--- config.mk ---
export PLATFORM = sky130hd
export DESIGN_NAME = regfile_scoreboard_flat
export DESIGN_NICKNAME = d
export VERILOG_FILES = /design/src/rtl/regfile_scoreboard_if.sv /design/src/rtl/regfile_scoreboard.sv /design/src/flat_wrapper.sv
export SDC_FILE = /design/constraint.sdc
export NUM_CORES = 2
export LEC_CHECK = 0
export CAP_MARGIN = 20
export CORE_MARGIN = 8
export CORE_UTILIZATION = 51
export DETAILED_ROUTE_END_ITERATION = 10
export PLACE_DENSITY = 0.68
export SYNTH_ARGS = -nofsm -noshare
export SYNTH_HDL_FRONTEND = slang
export SYNTH_SLANG_ARGS = --single-unit
--- constraint.sdc ---
create_clock -name clk -period 24.9 [get_ports clk]
set_clock_uncertainty 0.2 [all_clocks]
set_input_delay 3.735 -clock clk [delete_from_list [all_inputs] [get_ports clk]]
set_output_delay 3.735 -clock clk [all_outputs]
set_load 0.05 [all_outputs]
--- src/rtl/regfile_scoreboard_if.sv ---
// Bundle of the regfile/scoreboard signals shared by decode, issue and writeback.
// The master side (core or bench) drives addresses, issue and writeback requests.
// The slave side (regfile_scoreboard) returns operands, hazard status and debug taps.
interface regfile_scoreboard_if #(
  parameter int ADDRESS_WIDTH = 5,
  parameter int DATA_WIDTH    = 32,
  parameter int NUM_READ      = 2
);
  logic [NUM_READ*ADDRESS_WIDTH-1:0] AD_R;
  logic [NUM_READ*DATA_WIDTH-1:0]    RD;
  logic [NUM_READ-1:0]               RD_VALID;
  logic                              ISSUE_EN;
  logic [ADDRESS_WIDTH-1:0]          ISSUE_AD;
  logic                              ISSUE_READY;
  logic                              WE3;
  logic [ADDRESS_WIDTH-1:0]          AD3;
  logic [DATA_WIDTH-1:0]             WD3;
  logic                              FLUSH;
  logic [ADDRESS_WIDTH:0]            busy_count;
  logic [DATA_WIDTH-1:0]             a0;
  logic [DATA_WIDTH-1:0]             a1;
  logic [DATA_WIDTH-1:0]             a7;

  modport master (
    output AD_R, ISSUE_EN, ISSUE_AD, WE3, AD3, WD3, FLUSH,
    input  RD, RD_VALID, ISSUE_READY, busy_count, a0, a1, a7
  );

  modport slave (
    input  AD_R, ISSUE_EN, ISSUE_AD, WE3, AD3, WD3, FLUSH,
    output RD, RD_VALID, ISSUE_READY, busy_count, a0, a1, a7
  );
endinterface

--- src/rtl/regfile_scoreboard.sv ---
// Register file with NUM_READ combinational read ports and a per-register
// pending-write counter used by the hazard unit. Issue marks a destination busy,
// writeback retires one pending write and stores the data. FLUSH drops all
// pending marks. x0 is hardwired to zero and never becomes busy.
// Optional feature: define REGFILE_BYPASS_EN to forward the writeback data to a
// read port addressing the same register in the same cycle.
module regfile_scoreboard #(
  parameter int ADDRESS_WIDTH = 5,
  parameter int DATA_WIDTH    = 32,
  parameter int NUM_READ      = 2,
  parameter int CNT_WIDTH     = 2
) (
  input logic               clk,
  input logic               rst_n,
  regfile_scoreboard_if.slave bus
);
  localparam int DEPTH = 1 << ADDRESS_WIDTH;
  localparam int BW    = ADDRESS_WIDTH + 1;
  localparam logic [CNT_WIDTH-1:0] CNT_MAX = '1;

  logic [DATA_WIDTH-1:0]          regs    [DEPTH];
  logic [CNT_WIDTH-1:0]           cnt     [DEPTH];
  logic [CNT_WIDTH-1:0]           cnt_nxt [DEPTH];
  logic [BW-1:0]                  busy_q;
  logic [BW-1:0]                  busy_nxt;
  logic                           issue_ready;
  logic                           wr_en;
  logic                           issue_hit;
  logic                           wb_hit;
  logic [ADDRESS_WIDTH-1:0]       rd_ad;
  logic [NUM_READ*DATA_WIDTH-1:0] rd_bus;
  logic [NUM_READ-1:0]            rd_vld;

  assign wr_en       = bus.WE3 && (bus.AD3 != '0);
  assign issue_ready = (bus.ISSUE_AD == '0) || (cnt[bus.ISSUE_AD] != CNT_MAX);

  // Next counter value per register and the popcount of busy registers after the edge
  always_comb begin
    busy_nxt  = '0;
    issue_hit = 1'b0;
    wb_hit    = 1'b0;
    for (int r = 0; r < DEPTH; r++) begin
      issue_hit  = bus.ISSUE_EN && (bus.ISSUE_AD == ADDRESS_WIDTH'(r)) && (r != 0);
      wb_hit     = bus.WE3 && (bus.AD3 == ADDRESS_WIDTH'(r)) && (r != 0);
      cnt_nxt[r] = cnt[r];
      if (bus.FLUSH) begin
        cnt_nxt[r] = '0;
      end else if (issue_hit && wb_hit) begin
        cnt_nxt[r] = cnt[r];
      end else if (issue_hit) begin
        if (issue_ready) cnt_nxt[r] = cnt[r] + CNT_WIDTH'(1);
      end else if (wb_hit) begin
        if (cnt[r] != '0) cnt_nxt[r] = cnt[r] - CNT_WIDTH'(1);
      end
      if (cnt_nxt[r] != '0) busy_nxt = busy_nxt + BW'(1);
    end
  end

  // Operand read: array value, optionally overridden by a same-cycle writeback
  always_comb begin
    rd_bus = '0;
    rd_vld = '0;
    rd_ad  = '0;
    for (int i = 0; i < NUM_READ; i++) begin
      rd_ad = bus.AD_R[i*ADDRESS_WIDTH +: ADDRESS_WIDTH];
      rd_bus[i*DATA_WIDTH +: DATA_WIDTH] = regs[rd_ad];
      rd_vld[i] = (cnt[rd_ad] == '0);
`ifdef REGFILE_BYPASS_EN
      if (wr_en && (bus.AD3 == rd_ad)) begin
        rd_bus[i*DATA_WIDTH +: DATA_WIDTH] = bus.WD3;
        rd_vld[i] = (cnt[rd_ad] <= CNT_WIDTH'(1));
      end
`endif
    end
  end

  // Register array, pending counters and busy popcount; reset clears everything
  always_ff @(posedge clk or negedge rst_n) begin
    if (!rst_n) begin
      for (int r = 0; r < DEPTH; r++) begin
        regs[r] <= '0;
        cnt[r]  <= '0;
      end
      busy_q <= '0;
    end else begin
      if (wr_en) regs[bus.AD3] <= bus.WD3;
      for (int r = 0; r < DEPTH; r++) begin
        cnt[r] <= cnt_nxt[r];
      end
      busy_q <= busy_nxt;
    end
  end

  assign bus.RD          = rd_bus;
  assign bus.RD_VALID    = rd_vld;
  assign bus.ISSUE_READY = issue_ready;
  assign bus.busy_count  = busy_q;
  assign bus.a0          = regs[10];
  assign bus.a1          = regs[11];
  assign bus.a7          = regs[17];
endmodule

--- src/flat_wrapper.sv ---
// flat-port wrapper written by rule: the top's interface ports become plain ports
module regfile_scoreboard_flat 
#(
  parameter int ADDRESS_WIDTH = 5,
  parameter int DATA_WIDTH    = 32,
  parameter int NUM_READ      = 2,
  parameter int CNT_WIDTH     = 2
)
  (clk, rst_n, bus_AD_R, bus_ISSUE_EN, bus_ISSUE_AD, bus_WE3, bus_AD3, bus_WD3, bus_FLUSH, bus_RD, bus_RD_VALID, bus_ISSUE_READY, bus_busy_count, bus_a0, bus_a1, bus_a7);
  regfile_scoreboard_if #(.ADDRESS_WIDTH(ADDRESS_WIDTH), .DATA_WIDTH(DATA_WIDTH), .NUM_READ(NUM_READ)) bus_i ();
  input logic clk;
  input logic rst_n;
  input wire logic [$bits(bus_i.AD_R)-1:0] bus_AD_R;
  input wire logic [$bits(bus_i.ISSUE_EN)-1:0] bus_ISSUE_EN;
  input wire logic [$bits(bus_i.ISSUE_AD)-1:0] bus_ISSUE_AD;
  input wire logic [$bits(bus_i.WE3)-1:0] bus_WE3;
  input wire logic [$bits(bus_i.AD3)-1:0] bus_AD3;
  input wire logic [$bits(bus_i.WD3)-1:0] bus_WD3;
  input wire logic [$bits(bus_i.FLUSH)-1:0] bus_FLUSH;
  output wire logic [$bits(bus_i.RD)-1:0] bus_RD;
  output wire logic [$bits(bus_i.RD_VALID)-1:0] bus_RD_VALID;
  output wire logic [$bits(bus_i.ISSUE_READY)-1:0] bus_ISSUE_READY;
  output wire logic [$bits(bus_i.busy_count)-1:0] bus_busy_count;
  output wire logic [$bits(bus_i.a0)-1:0] bus_a0;
  output wire logic [$bits(bus_i.a1)-1:0] bus_a1;
  output wire logic [$bits(bus_i.a7)-1:0] bus_a7;
  assign bus_i.AD_R = bus_AD_R;
  assign bus_i.ISSUE_EN = bus_ISSUE_EN;
  assign bus_i.ISSUE_AD = bus_ISSUE_AD;
  assign bus_i.WE3 = bus_WE3;
  assign bus_i.AD3 = bus_AD3;
  assign bus_i.WD3 = bus_WD3;
  assign bus_i.FLUSH = bus_FLUSH;
  assign bus_RD = bus_i.RD;
  assign bus_RD_VALID = bus_i.RD_VALID;
  assign bus_ISSUE_READY = bus_i.ISSUE_READY;
  assign bus_busy_count = bus_i.busy_count;
  assign bus_a0 = bus_i.a0;
  assign bus_a1 = bus_i.a1;
  assign bus_a7 = bus_i.a7;
  regfile_scoreboard #(.ADDRESS_WIDTH(ADDRESS_WIDTH), .DATA_WIDTH(DATA_WIDTH), .NUM_READ(NUM_READ), .CNT_WIDTH(CNT_WIDTH)) u_core (.clk(clk), .rst_n(rst_n), .bus(bus_i));
endmodule
After elaboration in Yosys (flattened, before gate mapping)
Index checks and enable logic that the tools add are counted.

storage, ports and cells
  register bits = 1094
  output and inout port bits = 169
  logic and storage cells = 630

cells by class
  add/subtract/negate cells = 93
  $lt $le $gt $ge = 5
  eq/ne operators = 63
  muxes and demuxes = 237
  bitwise logic cells = 4
  reductions and logical operators = 163

operator list
  operator               number
  $bwmux W1024           1
  $mux W2                193
  $bmux W32 S5           2
  $add A6 B1 Y6 const B  31
  $mux W6                31
  $demux W32 S5          1
  $eq A5 B5 Y1 const B   32
  $mux W32               5
  $reduce_bool A2 Y1     63
  $logic_and A1 B1 Y1    95
  $eq A5 B4 Y1 const B   16
  $add A2 B1 Y2 const B  31
  $sub A2 B1 Y2 const B  31
  $eq A5 B3 Y1 const B   8
  $bmux W2 S5            3
  $ge A6 B6 Y1 const B   4
  $not A5 Y6             4
  $eq A5 B2 Y1 const B   4
  $eq A5 B1 Y1 const B   2
  $lt A6 B1 Y1 const B   1
  $logic_not A5 Y1       1
  $reduce_bool A5 Y1     1
  $logic_not A2 Y1       2
  $ne A2 B2 Y1 const B   1
  2 further kinds        2

Longest topological paths before layout
  depth in word-level cells = 72
  gate-level depth with buffers = 115
  mapped depth without buffers = 109

Worst setup path before layout
OpenSTA, ideal clock, no wires.

  kind = input to register
  from = input bus_ISSUE_AD[1]
  to = register u_core.busy_q[5] (netlist: u_core.bus.busy_count[5])
  arrival time = 23410 ps
  slack = 1165 ps
  stages on the path = 113
  cells stage by stage = buf_2 -> buf_2 -> buf_2 -> mux4_2 -> nand2_1 -> nand3_1 -> o21ai_2 -> nand2_1 -> inv_1 -> buf_2 -> clkbuf_1 -> a311oi_1 -> or2_2 -> ha_1 -> or4_1 -> o2111ai_1 -> inv_1 -> ha_1 -> [... 77 more ...] -> a31oi_1 -> ha_1 -> nand2_1 -> nand2_1 -> ha_1 -> a21oi_1 -> inv_1 -> ha_1 -> nand2_1 -> o21ai_0 -> ha_1 -> nand2_1 -> xnor2_1 -> nand4_1 -> nor2_1 -> a21oi_1 -> mux2i_1 -> xnor2_1

RTL lines
  element               RTL line                  source
  from (decl)           flat_wrapper.sv:15        input wire logic [$bits(bus_i.ISSUE_AD)-1:0] bus_ISSUE_AD;
  to (signal assigned)  regfile_scoreboard.sv:90  busy_q <= busy_nxt;
  to (decl)             regfile_scoreboard.sv:24  logic [BW-1:0] busy_q;

==> qor.yml <==
outcome:
  outcome: "completed"
critical_path:
  regToRegSetupSlack_ns: 3.89
  r2r_start: "u_core.cnt[49]$_DFF_PN0_"
  path_delay_family: "adder cells"
  critPathArrivalTime_ns: 24.10
  rr_worst_depth: 106
  worstSetupStartpoint: "bus_ISSUE_AD[1]"
  timing.critical_path.buf_inv: 7
  slowest_delay_ns: 0.56
  slowest_stage: "or4_1"
  cp_max_fo: 9
  crit_type: "in2reg"
  r2r_end: "u_core.bus.busy_count[5]$_DFF_PN0_"
  required_ns: 25.29
  cp-start-kind: "input port"
  end_kind: "flop"
  cp_common_cell: "ha_1"
routing:
  wl_per_cell_um: 29.2
  dr_total_vias: 45380
  wl_um: 202000
  vias_per_cell: 6.55
  drtPass1Iterations: 7
  ant_nets: 0
  drcViolationCount: 0
  drt_iter0_drc: 4745
finish:
  area_growth_pct: 10.9
  multiInputGateArea_sq_um: 36300
  drive_above_1_share_pct: 37.8
  area.sequential_sq_um: 27400
  nFillCells: 10322
  finish.net_count: 5235
floorplanning:
  core-area_sq_um: 129000
  die_x_um: 376
  rows: 132
  fp.dieH_um: 376
  die_area_sq_um: 142000
  io_pins: 226
  start_util_pct: 51.2
yosys:
  async_flop_share_pct: 100
  syn_inst: 5191
  synth_area_per_cell_sq_um: 12.8
  ys_top_cells_by_count: "dfrtp_1 (1094), mux2_2 (844), nand2_1 (825), mux4_2 (669), clkbuf_1 (353)"
  ys_seq_elements: 1094
  yosysTopAreaCell: "dfrtp_1"
  syn_area_sq_um: 66300
  netlist_top_cells_area: "dfrtp_1 (41%), mux4_2 (23%), mux2_2 (14%), nand2_1 (4.7%), clkbuf_1 (2.0%)"
  synth_flop_cell: "dfrtp_1"
  yosysWarnings: 0
  synth_seq_area_share_pct: 41.3
  synth_top_cell_area_share_pct: 41.3
  ys_types: 106
  synth_nets: 5341
  synth_edf_count: 0
  synth_most_common_cell: "dfrtp_1"
job:
  maxCapViolations: 0
place:
  gp_congestion: 0.923
  dp_hpwl_um: 117000
  io_buffers: 225
  dpl_worst_slack_ns: -0.523
clock_tree:
  htreeDepth: 3
  clk_path_buf_depth: 3
  hold_buffers: 0
  clk_latency_ns: 0.74
  clk_pin_slew_worst_paths_ns: 0.06
  root_buffer: "clkbuf_16"
  cts_tree: "done"
  cts_inserted_buffers: 117
  cts_sinks: 1094
power_and_ir_drop:
  ir_drop_uv: 67.0
  power.density_nw_per_um2: 76.1
  p_leak_nw: 31.5
min_path:
  holdCritPathClass: "reg2reg"
  min_from: "u_core.regs[1007]$_DFFE_PN0P_"
  holdPathEnd: "u_core.regs[1007]$_DFFE_PN0P_"
  hold_depth: 0
timing:
  fin_crit_sh_pct: 95.2
  fin_tns_setup_ns: 0
  hold_violations: 0
  max_slew_margin_pct: 25.7
  min_period_ns: 23.71
  setup_violations: 0
  finalMaxSlewViolations: 0
  tightest_slew_ns: 1.11
  max_freq_ghz: 0.0422
  timing.final.ws_setup_ns: 1.19
global_route:
  grt_pass1_wl_um: 306000
  track_usage_pct: 28.4
  overflow: 0
  antenna_found_initial: 5
  first_global_vias: 46682
  grt_max_degree: 160
layer usage:
metal	part of all wire, %	track usage (%)
met1	40	38.4
met5	0	0
met2	47	44.6
met4	4.6	11.2
met3	8.8	6.76
worst max path at each step:
stage | endpoint | slack, ns | cells past startpoint
finish | u_core.bus.busy_count[5]$_DFF_PN0_ | 1.19 | 107
global route | u_core.bus.busy_count[5]$_DFF_PN0_ | -0.04 | 107
CTS | u_core.bus.busy_count[5]$_DFF_PN0_ | 0.20 | 108
detailed placement | u_core.bus.busy_count[5]$_DFF_PN0_ | -0.52 | 108
global placement | u_core.bus.busy_count[5]$_DFF_PN0_ | -0.10 | 108
floorplan | u_core.bus.busy_count[5]$_DFF_PN0_ | 1.16 | 113
layout by cell type, fill, tap and decap left out, drive strengths merged, types with 22 or more instances in the layout:
cell type / netlist / routed
clkdlybuf4s50: 0 / 207
mux4: 669 / 669
nand2b: 24 / 24
clkbuf: 353 / 174
a31oi: 26 / 26
nor2: 152 / 152
o211ai: 33 / 33
xor2: 40 / 40
and2: 27 / 27
a21oi: 86 / 86
nand3: 38 / 38
buf: 215 / 128
mux2i: 32 / 32
nand2: 825 / 825
o21ai: 78 / 78
xnor2: 81 / 81
dfrtp: 1094 / 1094
mux2: 844 / 844
nor2b: 22 / 22
or2: 22 / 22
ha: 93 / 93
inv: 85 / 92
nor3: 36 / 36
clkinv: 2 / 27
power breakdown:
part,switching (mW),internal (mW),leakage [nW]
clock,0.743,1.04,1.94
sequential,0.247,2.09,14.1
combinational,0.712,0.758,15.4
flip-flops by register name (all words and copies together), names as in the netlist:
signal and flops:
u_core.regs 928, u_core.cnt 64, u_core.bus.a0 32, u_core.bus.a1 32, u_core.bus.a7 32, u_core.bus.busy_count 6
final cells by class:
| type | count | area share, % |
|---|---|---|
| Clock inverter | 46 | 0.676 |
| Clock buffer | 169 | 4.64 |
| Timing Repair Buffer | 343 | 4.62 |
| Tap cell | 1742 | 2.96 |
| Antenna cell | 3 | 0.0102 |
| Sequential cell | 1094 | 37.2 |
| Inverter | 87 | 0.444 |
| Multi-Input combinational cell | 3442 | 49.4 |
logic make-up (layout without fill, tap and decap cells):
| group | Yosys count | in the layout | synth area share [%] |
|---|---|---|---|
| flops | 1094 | 1094 | 41.3 |
| buf+inv | 655 | 645 | 4.33 |
| compound gates | 427 | 427 | 4.52 |
| other cells | 0 | 3 | 0 |
| simple gates | 1245 | 1245 | 8.21 |
| xor+xnor | 131 | 131 | 2.29 |
| mux | 1545 | 1545 | 37.6 |
| fa+ha+maj | 94 | 94 | 1.77 |
repair_timing:
item | 4_1_cts | 5_1_grt
resized for setup | 0 | 40
setup buffers | 0 | 3
hold endpoints to repair | 0 | 0
setup endpoints to repair | 0 | 5
through the flow:
step | hold WS [ns] | util, % | power [mW] | std cells | instance area (sq um)
after floorplan | 0.241 | - | 3.40 | 5191 | 66300
after global placement | 0.177 | 53.5 | 3.77 | 6692 | 69200
after detailed placement | 0.183 | 53.5 | 3.82 | 6692 | 69200
after CTS | 0.197 | 56.5 | 5.61 | 6907 | 73100
after global routing | 0.209 | 56.8 | 5.83 | 6925 | 73500
final | 0.192 | 56.9 | 5.60 | 6926 | 73500
No activity file was read; power rests on OpenSTA's default activity.
